--- src/rtl/sw_cell_pipe.sv ---
// Two-stage pipelined alignment scoring cell with saturating arithmetic, local-mode
// zero-clamp, valid/ready flow control and a running best-score tracker.
module sw_cell_pipe #(
  parameter int SCORE_W = 8,
  parameter int CHAR_W  = 2,
  parameter int IDX_W   = 16
) (
  input  logic                      clk,
  input  logic                      rst,
  input  logic                      in_valid,
  output logic                      in_ready,
  input  logic [CHAR_W-1:0]         a_char,
  input  logic [CHAR_W-1:0]         b_char,
  input  logic signed [SCORE_W-1:0] score_diag,
  input  logic signed [SCORE_W-1:0] score_up,
  input  logic signed [SCORE_W-1:0] score_left,
  input  logic signed [SCORE_W-1:0] match_score,
  input  logic signed [SCORE_W-1:0] mismatch_score,
  input  logic signed [SCORE_W-1:0] gap_penalty,
  input  logic                      local_mode,
  output logic                      out_valid,
  input  logic                      out_ready,
  output logic signed [SCORE_W-1:0] score,
  output logic [1:0]                direction,
  input  logic                      best_clear,
  output logic signed [SCORE_W-1:0] best_score,
  output logic [IDX_W-1:0]          best_idx
);

  localparam logic signed [SCORE_W-1:0] S_MIN = {1'b1, {(SCORE_W-1){1'b0}}};
  localparam logic signed [SCORE_W-1:0] S_MAX = {1'b0, {(SCORE_W-1){1'b1}}};

  localparam logic [1:0] DIR_DIAG = 2'b00;
  localparam logic [1:0] DIR_UP   = 2'b01;
  localparam logic [1:0] DIR_LEFT = 2'b10;
  localparam logic [1:0] DIR_STOP = 2'b11;

  function automatic logic signed [SCORE_W:0] sext(input logic signed [SCORE_W-1:0] v);
    return {v[SCORE_W-1], v};
  endfunction

  // Overflow in the widened sum shows up as the top two bits disagreeing.
  function automatic logic signed [SCORE_W-1:0] sat(input logic signed [SCORE_W:0] x);
    if (x[SCORE_W] != x[SCORE_W-1])
      return x[SCORE_W] ? S_MIN : S_MAX;
    else
      return x[SCORE_W-1:0];
  endfunction

  logic                      vld_p1, vld_p2;
  logic signed [SCORE_W-1:0] cd_p1, cu_p1, cl_p1;
  logic                      local_p1;
  logic signed [SCORE_W-1:0] score_p2;
  logic [1:0]                dir_p2;

  logic                      load_p2, free_p1, accept, xfer;
  logic signed [SCORE_W-1:0] sub_s;
  logic signed [SCORE_W:0]   cd_w, cu_w, cl_w;
  logic signed [SCORE_W-1:0] sel_s;
  logic [1:0]                sel_d;

  logic [IDX_W-1:0]          cnt;
  logic signed [SCORE_W-1:0] best_q;
  logic [IDX_W-1:0]          idx_q;

  assign load_p2  = !vld_p2 || out_ready;
  assign free_p1  = !vld_p1 || load_p2;
  assign in_ready = !rst && free_p1;
  assign accept   = in_valid && in_ready;
  assign xfer     = vld_p2 && out_ready;

  always_comb begin
    sub_s = (a_char == b_char) ? match_score : mismatch_score;
    cd_w  = sext(score_diag) + sext(sub_s);
    cu_w  = sext(score_up) + sext(gap_penalty);
    cl_w  = sext(score_left) + sext(gap_penalty);
  end

  // Stage 1: saturated candidates
  always_ff @(posedge clk) begin
    if (rst)
      vld_p1 <= 1'b0;
    else if (free_p1)
      vld_p1 <= in_valid;
    if (accept) begin
      cd_p1    <= sat(cd_w);
      cu_p1    <= sat(cu_w);
      cl_p1    <= sat(cl_w);
      local_p1 <= local_mode;
    end
  end

  // Strict compares keep the earlier candidate on ties: diag > up > left.
  always_comb begin
    sel_s = cd_p1;
    sel_d = DIR_DIAG;
    if (cu_p1 > sel_s) begin
      sel_s = cu_p1;
      sel_d = DIR_UP;
    end
    if (cl_p1 > sel_s) begin
      sel_s = cl_p1;
      sel_d = DIR_LEFT;
    end
    if (local_p1 && (sel_s < 0)) begin
      sel_s = '0;
      sel_d = DIR_STOP;
    end
  end

  // Stage 2: output register
  always_ff @(posedge clk) begin
    if (rst) begin
      vld_p2   <= 1'b0;
      score_p2 <= '0;
      dir_p2   <= DIR_DIAG;
    end else if (load_p2) begin
      vld_p2 <= vld_p1;
      if (vld_p1) begin
        score_p2 <= sel_s;
        dir_p2   <= sel_d;
      end
    end
  end

  assign out_valid = vld_p2;
  assign score     = score_p2;
  assign direction = dir_p2;

  // Best tracker: a clear coinciding with a transfer restarts on that cell.
  always_ff @(posedge clk) begin
    if (rst) begin
      cnt    <= '0;
      best_q <= S_MIN;
      idx_q  <= '0;
    end else if (best_clear) begin
      idx_q <= '0;
      if (xfer) begin
        best_q <= score_p2;
        cnt    <= IDX_W'(1);
      end else begin
        best_q <= S_MIN;
        cnt    <= '0;
      end
    end else if (xfer) begin
      cnt <= cnt + IDX_W'(1);
      if (score_p2 > best_q) begin
        best_q <= score_p2;
        idx_q  <= cnt;
      end
    end
  end

  assign best_score = best_q;
  assign best_idx   = idx_q;

endmodule

--- config.mk ---
export PLATFORM = sky130hd
export DESIGN_NAME = sw_cell_pipe
export DESIGN_NICKNAME = d
export VERILOG_FILES = /design/src/rtl/sw_cell_pipe.sv
export SDC_FILE = /design/constraint.sdc
export NUM_CORES = 1
export LEC_CHECK = 0
export CORE_ASPECT_RATIO = 1.1
export CORE_MARGIN = 2
export CORE_UTILIZATION = 52
export DETAILED_ROUTE_END_ITERATION = 10
export GPL_TIMING_DRIVEN = 0
export PLACE_DENSITY = 0.79
export SLEW_MARGIN = 40
export SYNTH_ARGS = -nofsm -noshare
export SYNTH_HDL_FRONTEND = slang
export SYNTH_SLANG_ARGS = --single-unit
--- constraint.sdc ---
create_clock -name clk -period 5.3 [get_ports clk]
set_clock_uncertainty 0.05 [all_clocks]
set_input_delay 1.59 -clock clk [delete_from_list [all_inputs] [get_ports clk]]
set_output_delay 1.59 -clock clk [all_outputs]
set_load 0.01 [all_outputs]
# Word-level counts from Yosys, hierarchy flattened
# Cells that the tools add are included.
# totals
ff_bits	77
input_bits	58
output_inout_bits	36
wordCells	58
# classes
addsub	4
order_cmp	4
eq_ne	4
mux	20
n_reduce_logical	15
# ops
operator	n
8-bit 2-to-1 mux	14
16-bit 2-to-1 mux	2
8-bit by 8-bit adder with 9-bit output	3
8-bit > comparator	3
16-bit by 1-bit adder with 16-bit output, second input constant	1
8-bit by 1-bit < comparator with 1-bit output, second input constant	1
2-bit AND reduction	3
1-bit logical AND	4
2-bit 2-to-1 mux	2
2-bit nonzero test	2
1-bit logical NOT	3
1-bit != test	3
2-bit equality test	1
1-bit logical OR	2
1-bit 2-to-1 mux	2
2-bit OR reduction	1

# Depth between registers and ports, before layout
# Gate-level depths: netlist of run 1.
# depth
word_depth	7
depth_mapped	16
depth_no_buf	14

# Worst setup path after synthesis of run 1
# Ideal clock, no wire load.
# synth_timing
path_kind	input port to flip-flop
start	input port a_char[0]
end	register cd_p1[0] (data pin)
setup_ns	0.277
arrival_ns	4.048
t_required_ns	4.973
setup_slack_ns	0.925
cell_stages	11
path_buffers	0
path_cell_list	xnor2_1 nand2_1 mux2_2 ha_1 fa_1 a211oi_1 o21bai_1 a21oi_1 o21bai_1 a31oi_1 o21ai_0
# synth_between
elab_chain_len	5
word_cells_on_any_way	6
classes_between	add/sub (1); eq/ne (2); mux (3)
# synth_lines
item	line	rtl
start, declared	12	input logic [CHAR_W-1:0] a_char,
2-bit equality test (*)	73	sub_s = (a_char == b_char) ? match_score : mismatch_score;
8-bit 2-to-1 mux (*)	73	
8-bit by 8-bit adder with 9-bit output (*)	74	cd_w = sext(score_diag) + sext(sub_s);
8-bit 2-to-1 mux or 1-bit != test (tied branches)	45, 44	
8-bit 2-to-1 mux (*)	44	if (x[SCORE_W] != x[SCORE_W-1])
end signal, assigned	86	cd_p1 <= sat(cd_w);
end, declared	51	logic signed [SCORE_W-1:0] cd_p1, cu_p1, cl_p1;
# Mark *: on every way between the ends. The rest lies on a longest branch, timed or not.
# A chain may end at the register's enable or synchronous reset.

# Worst setup path after layout of run 1
# layout_timing
start	input port b_char[0]
end	register cd_p1[2] (data pin)
# layout_between
elab_chain_len	5
word_cells_on_any_way	6
classes_between	add/sub (1); eq/ne (2); mux (3)
# layout_lines
item	line	rtl
start, declared	13	input logic [CHAR_W-1:0] b_char,
2-bit equality test (*)	73	
8-bit 2-to-1 mux (*)	73	
8-bit by 8-bit adder with 9-bit output (*)	74	
8-bit 2-to-1 mux or 1-bit != test (tied branches)	45, 44	
8-bit 2-to-1 mux (*)	44	
# Marked as above.

==> results of run 1 <==
## registers in the layout, summed over array words and instances (netlist names)
register and flops:
direction 2, cu_p1 8, vld_p1 1, out_valid 1
best_idx 16, cd_p1 8, cnt 16, score 8
cl_p1 8, local_p1 1, best_score 8
## area by class of cell
cell class	instances	share of cell area, %
Inverter	34	1.96
Tap cell	120	2.31
Multi-Input combinational cell	472	49.8
Sequential cell	77	27.6
Buffer	23	1.41
Timing Repair Buffer	92	14.2
Clock buffer	11	2.35
Clock inverter	5	0.481
## layer usage
layer	up-vias	GRT usage (%)	routed length, um
met2	137	41.6	6140
met3	16	2.92	558
met4	0	7.93	199
li1	2445	-	-
met1	2270	27.5	5350
met5	-	0	0
## metrics by stage
step,hold slack [ps],setup slack (ps),instances,power [W],cell area (um^2)
2_1_floorplan,411,925,606,0.00107,5240
3_3_place_gp,408,139,818,0.00122,6310
3_5_place_dp,413,42.1,818,0.00124,6320
4_1_cts,424,411,834,0.00166,6500
5_1_grt,435,145,834,0.00175,6500
6_report,419,379,834,0.00166,6500
## cells in the mapped netlist (5+ instances only)
cell type	number
o21ai_0	59
dfxtp_1	52
nand2_1	51
ha_1	49
nor2_1	38
a21oi_1	33
inv_1	33
nand3_1	27
edfxtp_1	25
nor3_1	22
clkbuf_1	17
nor2b_1	16
xor2_1	13
a21o_1	12
nand4_1	11
o21a_1	10
and2_1	8
mux2_2	8
or3_1	8
o211a_1	7
o221ai_1	7
o41ai_1	7
xnor2_1	7
a211oi_1	6
a31o_2	5
nand2b_1	5
## critical path, cell delays in order
cell and delay (ps):
clkdlybuf4s50_1 420, xnor2_1 130, nand2_1 280, mux2_2 380, ha_1 220, fa_1 440, a211oi_1 340, o21bai_1 180
a21oi_1 280, o21bai_1 100, a31oi_1 440, o21ai_0 180
## logic make-up after synthesis
kind of cell / after synthesis / share of synthesized area, %
AO/OA/AOI/OAI: 181 / 23.0
XOR/XNOR: 20 / 3.34
adder cells (fa/ha/maj): 52 / 12.8
buffers and inverters: 57 / 4.18
flip-flops: 77 / 34.2
multiplexers: 11 / 2.53
AND/OR/NAND/NOR: 208 / 20.0
## final timing paths
check	startpoint	depth (start not counted)	end
max	b_char[0]	12	cd_p1[2]
min	best_idx[10]	2	best_idx[10]
max reg2reg	cu_p1[6]	14	score[0]
min reg2reg	best_idx[10]	2	best_idx[10]
## power breakdown
group,internal [W],leakage [nW],switching (W)
Clock,0.000198,0.0991,0.000225
Combinational,0.000253,1.78,0.000298
Sequential,0.000654,0.656,0.0000276
==> flow_summary.toml, run 1 <==
[finish]
drive_gt1_share_pct = 6.44
syn_to_final_growth_pct = 24.0
fillers = 817
mostFrequentLayoutCells = "92 x clkdlybuf4s50_1, 59 x o21ai_0, 52 x dfxtp_1"
n_antenna_cell = 0
regArea_um2 = 1790
multi_input_area_um2 = 3230
final_common_cell = "clkdlybuf4s50_1"
nNetsFinal = 819
utilization_pct = 66.0

[grt]
grt_max_degree = 26
antenna_found_initial = 0
globalRouteTotalUtil_pct = 22.7
grt_pass1_wl_um = 20300
grt_pass1_vias = 4579
grt_overflow = 0

[power]
power.density_nw_per_um2 = 255
p_leak_nw = 2.53
peakVddDrop_uv = 114

[clock_tree]
clkTransAtPathRegs_ps = 80
worstSkewPairLatency_ps = 370
postCtsSetupBuffers = 0
cts_hold_buf = 0
htreeDepth = 3
root_buffer = "clkbuf_8"
cts_tree = "built"
cts_resized = 0
ctsLongestPathBuffers = 2
numClockSinks = 77
cts_buffers = 9

[critical_path]
reg2reg_setup_slack_ps = 1220
arrival_ps = 4960
path_max_fanout = 8
startpoint_type = "input pin"
cp.required_ps = 5340
cp-end-kind = "flop"
path_class = "input pin to flop"

[floorplanning]
die-height_um = 109
die_area_um2 = 10900
rows = 38
start_util_pct = 53.3
coreArea_um2 = 9840
io-pin-count = 94
die_w_um = 99.7

[placed_design]
hpwl_um = 9630
io_buffers = 92
gp_congestion = 0.891

[yosys]
ys_seq_elements = 77
synth_warnings = 0
synth_flop_cell = "dfxtp_1"
async_reset_ff_share_pct = 0
yosysTopAreaCell = "dfxtp_1"
synth_edf_count = 25
synth_area_um2 = 5240
synth_cell_types = 61
syn_inst = 606
synth_fp_nets = 716
synthTopCellsByArea = "dfxtp_1 20%, edfxtp_1 14%, ha_1 12%"
ys_seq_area_share_pct = 34.2
avgSynthCellArea_um2 = 8.65
synth_top_cell_area_share_pct = 19.9

[run_status]
status = "completed"

[detailed_routing]
vias_per_cell = 5.84
wl_per_cell_um = 14.7
drt.antenna.violating_nets = 0
drtPass1Iterations = 5
drt_iter0_drc = 316
drt_wl_total_um = 12200
drc = 0
vias = 4868

[timing]
final_max_slew_viol_count = 0
max_slew_margin_pct = 57.7
timing.final.crit_share_pct = 92.9
fmax_ghz = 0.203
rsz0062_at_grt = "no"
fin_setup_tns_ps = 0
hold_viol = 0
fin_crit_ps = 4920
worst-slew-pin-transition_ps = 619
finalSetupViolations = 0

[flow_run]
drv_cap = 0

[hold_path]
hp-class = "flop to flop"
(Power assumes the default switching activity.)
==> inputs of run 2 (changes only) <==
--- a/config.mk
+++ b/config.mk
@@ -10,6 +10,7 @@
 export CORE_UTILIZATION = 52
 export DETAILED_ROUTE_END_ITERATION = 10
 export GPL_TIMING_DRIVEN = 0
+export HOLD_SLACK_MARGIN = 0.05
 export PLACE_DENSITY = 0.79
 export SLEW_MARGIN = 40
 export SYNTH_ARGS = -nofsm -noshare
==> results of run 2 <==
Same layout as run 1: the final DEF is identical, and so are final timing and power.
